===== src/rtl/freq_div_ctrl.sv =====
// rtl/freq_div_ctrl.sv - programmable clock divider with glitch-free ratio change handshake
// Optional feature: define FREQ_DIV_CTRL_CNT_EN to add the 16-bit period_cnt output.
module freq_div_ctrl #(
  parameter int WIDTH     = 8,
  parameter int DEF_RATIO = 6
) (
  input  logic             rst,
  input  logic             clk,
  input  logic             en,
  input  logic             req,
  input  logic [WIDTH-1:0] ratio,
  output logic             ack,
  output logic             busy,
  output logic             tick,
`ifdef FREQ_DIV_CTRL_CNT_EN
  output logic [15:0]      period_cnt,
`endif
  output logic             clk_out
);

  localparam logic [1:0] IDLE = 2'd0;
  localparam logic [1:0] RUN  = 2'd1;
  localparam logic [1:0] STOP = 2'd2;

  localparam logic [WIDTH-1:0] DEF_N   = DEF_RATIO[WIDTH-1:0];
  localparam logic [WIDTH-1:0] MIN_N   = {{(WIDTH-2){1'b0}}, 2'b10};
  localparam logic [WIDTH-1:0] ONE_N   = {{(WIDTH-1){1'b0}}, 1'b1};

  logic [1:0]       state, state_d;
  logic [WIDTH-1:0] cnt, cnt_d;
  logic [WIDTH-1:0] act_n, act_d;
  logic [WIDTH-1:0] pend_n, pend_d;
  logic             busy_d;
  logic             ack_d;
  logic             tick_d;
  logic             clk_out_d;
  logic             wrap;
  logic [WIDTH-1:0] ratio_safe;

  // Ratios below 2 cannot form a period with both a high and low phase.
  assign ratio_safe = (ratio < MIN_N) ? MIN_N : ratio;

  // Last cycle of the current period; >= guards against any out-of-range count.
  assign wrap = (state != IDLE) && (cnt >= (act_n - ONE_N));

  // Next-state logic: period counting, run/stop sequencing and ratio handoff.
  always_comb begin
    state_d = state;
    cnt_d   = cnt;
    act_d   = act_n;
    pend_d  = pend_n;
    busy_d  = busy;
    ack_d   = 1'b0;
    tick_d  = 1'b0;

    case (state)
      IDLE: begin
        cnt_d = '0;
        // No period in flight, so a pending ratio can take effect at once,
        // which also places it ahead of the first period when en rises.
        if (busy) begin
          act_d  = pend_n;
          busy_d = 1'b0;
          ack_d  = 1'b1;
        end
        if (en) begin
          state_d = RUN;
        end
      end

      RUN: begin
        if (wrap) begin
          cnt_d  = '0;
          tick_d = 1'b1;
          if (busy) begin
            act_d  = pend_n;
            busy_d = 1'b0;
            ack_d  = 1'b1;
          end
          // Dropping en exactly on the last cycle ends the run cleanly.
          if (!en) begin
            state_d = IDLE;
          end
        end else begin
          cnt_d = cnt + ONE_N;
          if (!en) begin
            state_d = STOP;
          end
        end
      end

      STOP: begin
        if (wrap) begin
          cnt_d  = '0;
          tick_d = 1'b1;
          if (busy) begin
            act_d  = pend_n;
            busy_d = 1'b0;
            ack_d  = 1'b1;
          end
          state_d = en ? RUN : IDLE;
        end else begin
          cnt_d = cnt + ONE_N;
          // Re-enable resumes the same period without truncating it.
          if (en) begin
            state_d = RUN;
          end
        end
      end

      default: begin
        state_d = IDLE;
        cnt_d   = '0;
      end
    endcase

    // Capture only when nothing is pending; busy is low here so this
    // never collides with an apply in the same cycle.
    if (req && !busy) begin
      pend_d = ratio_safe;
      busy_d = 1'b1;
    end
  end

  // Divided clock follows the count and ratio that will be live next cycle.
  assign clk_out_d = (state_d != IDLE) && (cnt_d < (act_d >> 1));

  // State and output registers with asynchronous active-low reset.
  always_ff @(posedge clk or negedge rst) begin
    if (!rst) begin
      state   <= IDLE;
      cnt     <= '0;
      act_n   <= DEF_N;
      pend_n  <= '0;
      busy    <= 1'b0;
      ack     <= 1'b0;
      tick    <= 1'b0;
      clk_out <= 1'b0;
    end else begin
      state   <= state_d;
      cnt     <= cnt_d;
      act_n   <= act_d;
      pend_n  <= pend_d;
      busy    <= busy_d;
      ack     <= ack_d;
      tick    <= tick_d;
      clk_out <= clk_out_d;
    end
  end

`ifdef FREQ_DIV_CTRL_CNT_EN
  // Count completed periods; wraps naturally at 16 bits.
  always_ff @(posedge clk or negedge rst) begin
    if (!rst) begin
      period_cnt <= '0;
    end else if (tick) begin
      period_cnt <= period_cnt + 16'd1;
    end
  end
`endif

endmodule


===== config.mk =====
export PLATFORM = sky130hd
export DESIGN_NAME = freq_div_ctrl
export DESIGN_NICKNAME = d
export VERILOG_FILES = /design/src/rtl/freq_div_ctrl.sv
export SDC_FILE = /design/constraint.sdc
export NUM_CORES = 1
export LEC_CHECK = 0
export CAP_MARGIN = 20
export CORE_MARGIN = 1
export CORE_UTILIZATION = 52
export DETAILED_ROUTE_END_ITERATION = 6
export PLACE_DENSITY_LB_ADDON = 0.05
export SYNTH_ARGS = -nofsm -noshare
export SYNTH_HDL_FRONTEND = slang
export SYNTH_SLANG_ARGS = --single-unit
export TNS_END_PERCENT = 5

===== constraint.sdc =====
create_clock -name clk -period 3.7 [get_ports clk]
set_clock_uncertainty 0.1 [all_clocks]
set_input_delay 0.74 -clock clk [delete_from_list [all_inputs] [get_ports clk]]
set_output_delay 0.74 -clock clk [all_outputs]
set_load 0.01 [all_outputs]

==> results of run 1 <==
[final cells by class]
cell class              instances  area share [%]
multi-input cells             139           48.43
flip-flops and latches         30           30.40
repair buffers                 39           13.33
clock buffers                   7           3.485
well taps                      46           2.323
inverters                      12           1.818
clock inverters                 1          0.2020
[state kept, by name (all words and copies together) (netlist names)]
signal,cells
tick,1
clk_out,1
pend_n,8
state,2
act_n,8
ack,1
cnt,8
busy,1
[power by group through the flow]
stage / combinational, uW / sequential, uW / clock, uW
CTS: 1290 / 567 / 276
global route: 1500 / 600 / 294
global placement: 1150 / 566 / 0
finish: 1380 / 583 / 275
detailed placement: 1180 / 568 / 0
floorplan: 827 / 553 / 0
[kinds of logic (layout without fill, tap and decap cells)]
family                     Yosys count  after routing  synth area share, %
AOI/OAI and AO/OA                   52             52                22.02
and+or+nand+nor                     49             49                13.08
DFF                                 30             30                38.99
adders and majority gates           20             20                12.95
buffers and inverters               17             59                4.015
xor gates and xnor gates            12             12                5.440
muxes                                6              6                3.497
[placed cells by master, fill, tap and decap left out, types with 3 or more instances in the layout]
master,count
dfrtp_1,28
buf_4,24
ha_1,19
nor2_1,16
clkdlybuf4s50_1,15
inv_1,10
xnor2_1,7
nand3_1,7
a22o_1,6
mux2_2,6
clkbuf_8,6
a22oi_1,5
xor2_1,5
nand2_1,5
o21ai_0,4
a211oi_2,3
nor2_2,3
a21oi_1,3
o22ai_1,3
[metrics by stage]
| step | hold WS (ns) | TNS (ns) | power (uW) | cells |
|---|---|---|---|---|
| finish | 0.4268 | -0.2091 | 2240 | 274 |
| global route | 0.4385 | -0.3855 | 2398 | 274 |
| CTS | 0.4228 | -0.1822 | 2130 | 273 |
| detailed placement | 0.4061 | -0.1987 | 1751 | 260 |
| global placement | 0.4029 | -0.06785 | 1720 | 260 |
| floorplan | 0.3444 | 0 | 1380 | 186 |
[routing by layer]
layer  track usage, %  vias to the layer above  routed length (um)  share of wire [%]
met1            31.89                      775                2020                 43
met5                0                        -                   0                  0
met3            5.657                       14                 201                4.3
li1                 -                      772                   -                  -
met2            41.13                       46                2292                 49
met4            12.50                        0                 151                3.2
[cells in the mapped netlist (all sizes together), types with 2 or more instances]
cell type | n | share of area [%]
xnor2 | 7 | 3.2
and3 | 4 | 1.8
o211ai | 2 | 0.78
o31ai | 2 | 1.5
or2 | 2 | 0.78
dfrtp | 28 | 36
buf | 3 | 1.2
a21oi | 6 | 1.9
nor3 | 2 | 0.52
a211oi | 4 | 2.1
xor2 | 5 | 2.3
nand2 | 6 | 1.2
nor2 | 20 | 4.0
clkbuf | 2 | 0.45
dfstp | 2 | 2.7
mux2 | 6 | 3.5
a2111oi | 2 | 1.3
a22oi | 7 | 2.7
nor4 | 2 | 0.65
a22o | 6 | 2.7
inv | 12 | 2.3
o21ai | 7 | 2.0
nand3 | 8 | 2.1
a21o | 5 | 2.4
o22ai | 3 | 0.97
a221oi | 2 | 0.91
ha | 20 | 13
nor2b | 2 | 1.0
[worst paths after layout]
path                            startpoint        end
worst max-delay path              act_n[3]    clk_out
worst min-delay path             pend_n[1]  pend_n[1]
worst max register to register    act_n[3]    clk_out
worst min register to register   pend_n[1]  pend_n[1]
max in group asynchronous              rst   act_n[2]
min in group asynchronous              rst   state[0]
[repair_timing]
item / in CTS / in global routing
resized for setup: 11 / 13
endpoints found under the hold margin: 0 / 0
pin swaps: 14 / 12
hold buffers: 0 / 0
buffers inserted: 5 / 1
endpoints found under the setup margin: 1 / 1
==> key figures, run 1 <==
Outcome
  – Outcome: finished, violations left
  – Failing checks: negative setup slack

Floorplanning
  – Die Y: 62.95 um
  – Die W: 62.95 um
  – I/O Pins: 16
  – Die Footprint: between 3000 and 4000 um^2
  – CORE AREA: 3442 um^2
  – Site Rows: 21
  – Starting density of the core: 56.13%

Power and ir drop
  – Net Sw Frac: 43.04%
  – Clock power frac: 12.3%
  – Worst VDD drop: ~430 uV
  – Pint: 1276 uW
  – Sequential fraction of design power: 26.0%
  – Cell Pwr Density: 904.3 nW/um^2
  – Logic pwr share: ~62%
  – NetSw: ~960 uW
  – P_leak: approximately 0.0011 uW

Synth
  – Most used DFF post-synth: dfrtp_1
  – Seq/Total Area, Yosys: 38.99%
  – Post-Syn Nets: 218
  – Synthesis-stage register bit count: 30
  – Ys async rst share: 100.0%
  – Post-synth EDFFs: 0
  – Yosys cell types: 52
  – Post-synthesis cell count: 186
  – Syn avg cell area: 10.39 um^2
  – Mapped Area: 1932 um^2
  – Synthesis Warnings: 0

Finish
  – Footprint of the multi-input gates: roughly 1200 um^2
  – Layout cell share with drive strength beyond 1: 31.14%
  – Layout area overhead: 28.24%
  – Final #Nets: 259
  – Post-route cell area: 2477 um^2
  – Storage cell area: 753.2 um^2
  – Final Core Density: 71.97%
  – Filler cells: approximately 250
  – Ant. Diodes: 0

Routing
  – Pre-antenna DRT Iters: 4
  – 1st-iter DRT viols: 120
  – DRC viols: 0
  – Routed Antenna Nets: 0
  – Vias per std cell: 5.865
  – Routed vias: 1607
  – Routed WL per cell: 17.03 um
  – Routed Wire Length: 4665 um

Setup path
  – Crit path DAT: 4.03 ns
  – CP endpoint kind: register
  – CP Max Fanout: 7
  – Family with the most delay on the worst path: compound AO/OA/AOI/OAI gates
  – Levels on crit path: 17
  – Critical path type: register to register
  – Critical Path, Cell by Cell: nor2_4 > nand3_4 > nor4_4 > xnor2_1 > ha_1 > o21ai_1 > nor2_1 > or2_4 > o211ai_1 > a21o_2 > a22oi_2 > ha_1 > a21o_1 > a211oi_2 > o211ai_1 > a2111oi_2 > o311a_1
  – Req. time, crit path: 3.82 ns
  – CP max stage delay: approximately 0.41 ns
  – Critical path buffer and inverter count: 0
  – R2r setup slk: -0.21 ns
  – Worst R2R Path Depth: 17
  – Crit start category: register
  – Slowest stage cell on the critical path: dfrtp_1

Timing
  – Rel. slew slack: 49.95%
  – Period utilization: 105.7%
  – Slew Viols, Final: 0
  – Fmax: approximately 260 MHz
  – Final setup vio count: 1
  – Post-route minimum period: a little under 4 ns
  – Worst Tran Pin Value: 0.7492 ns
  – RSZ-0062 raised after global routing: true
  – PnR worst setup slack: -0.2091 ns
  – Final Hold Viols: 0

Placed design
  – RD Place Congestion: 0.9235
  – Dpl cell area: 2242 um^2
  – Pre-CTS setup slack: -0.1987 ns
  – Detailed placement HPWL: about 3300 um
  – PortBufs: 15

CTS
  – Num Clock Sinks: 30
  – TritonCTS clock tree: done
  – Later-pin clock latency in the skew report: 0.28 ns
  – Total CTS buffers: 5
  – Root Buffer: clkbuf_8
  – Clock buffer depth: 2
  – # H-tree levels: 2
  – Worst-path clk slew: 0.07 ns

Min path
  – Hold path depth: 1
  – Hold crit path type: register to register

GRT
  – Overall Global Routing Usage: 25.46%
  – Largest net degree at the start of global routing: 31
  – First-pass GRT wire length: 7645 um
  – Initial antenna violation count: 0
  – Grt ovf: 0
  – Number of global-route vias before repair: 1631

Flow run
  – Max-cap violation count: 0
Note: power is estimated with default switching activity, not from simulation.
==> run 2, diff against run 1 <==
- CAP_MARGIN: 20 -> default
==> results of run 2 <==
The final DEF is identical to that of run 1; final timing and power are the same.
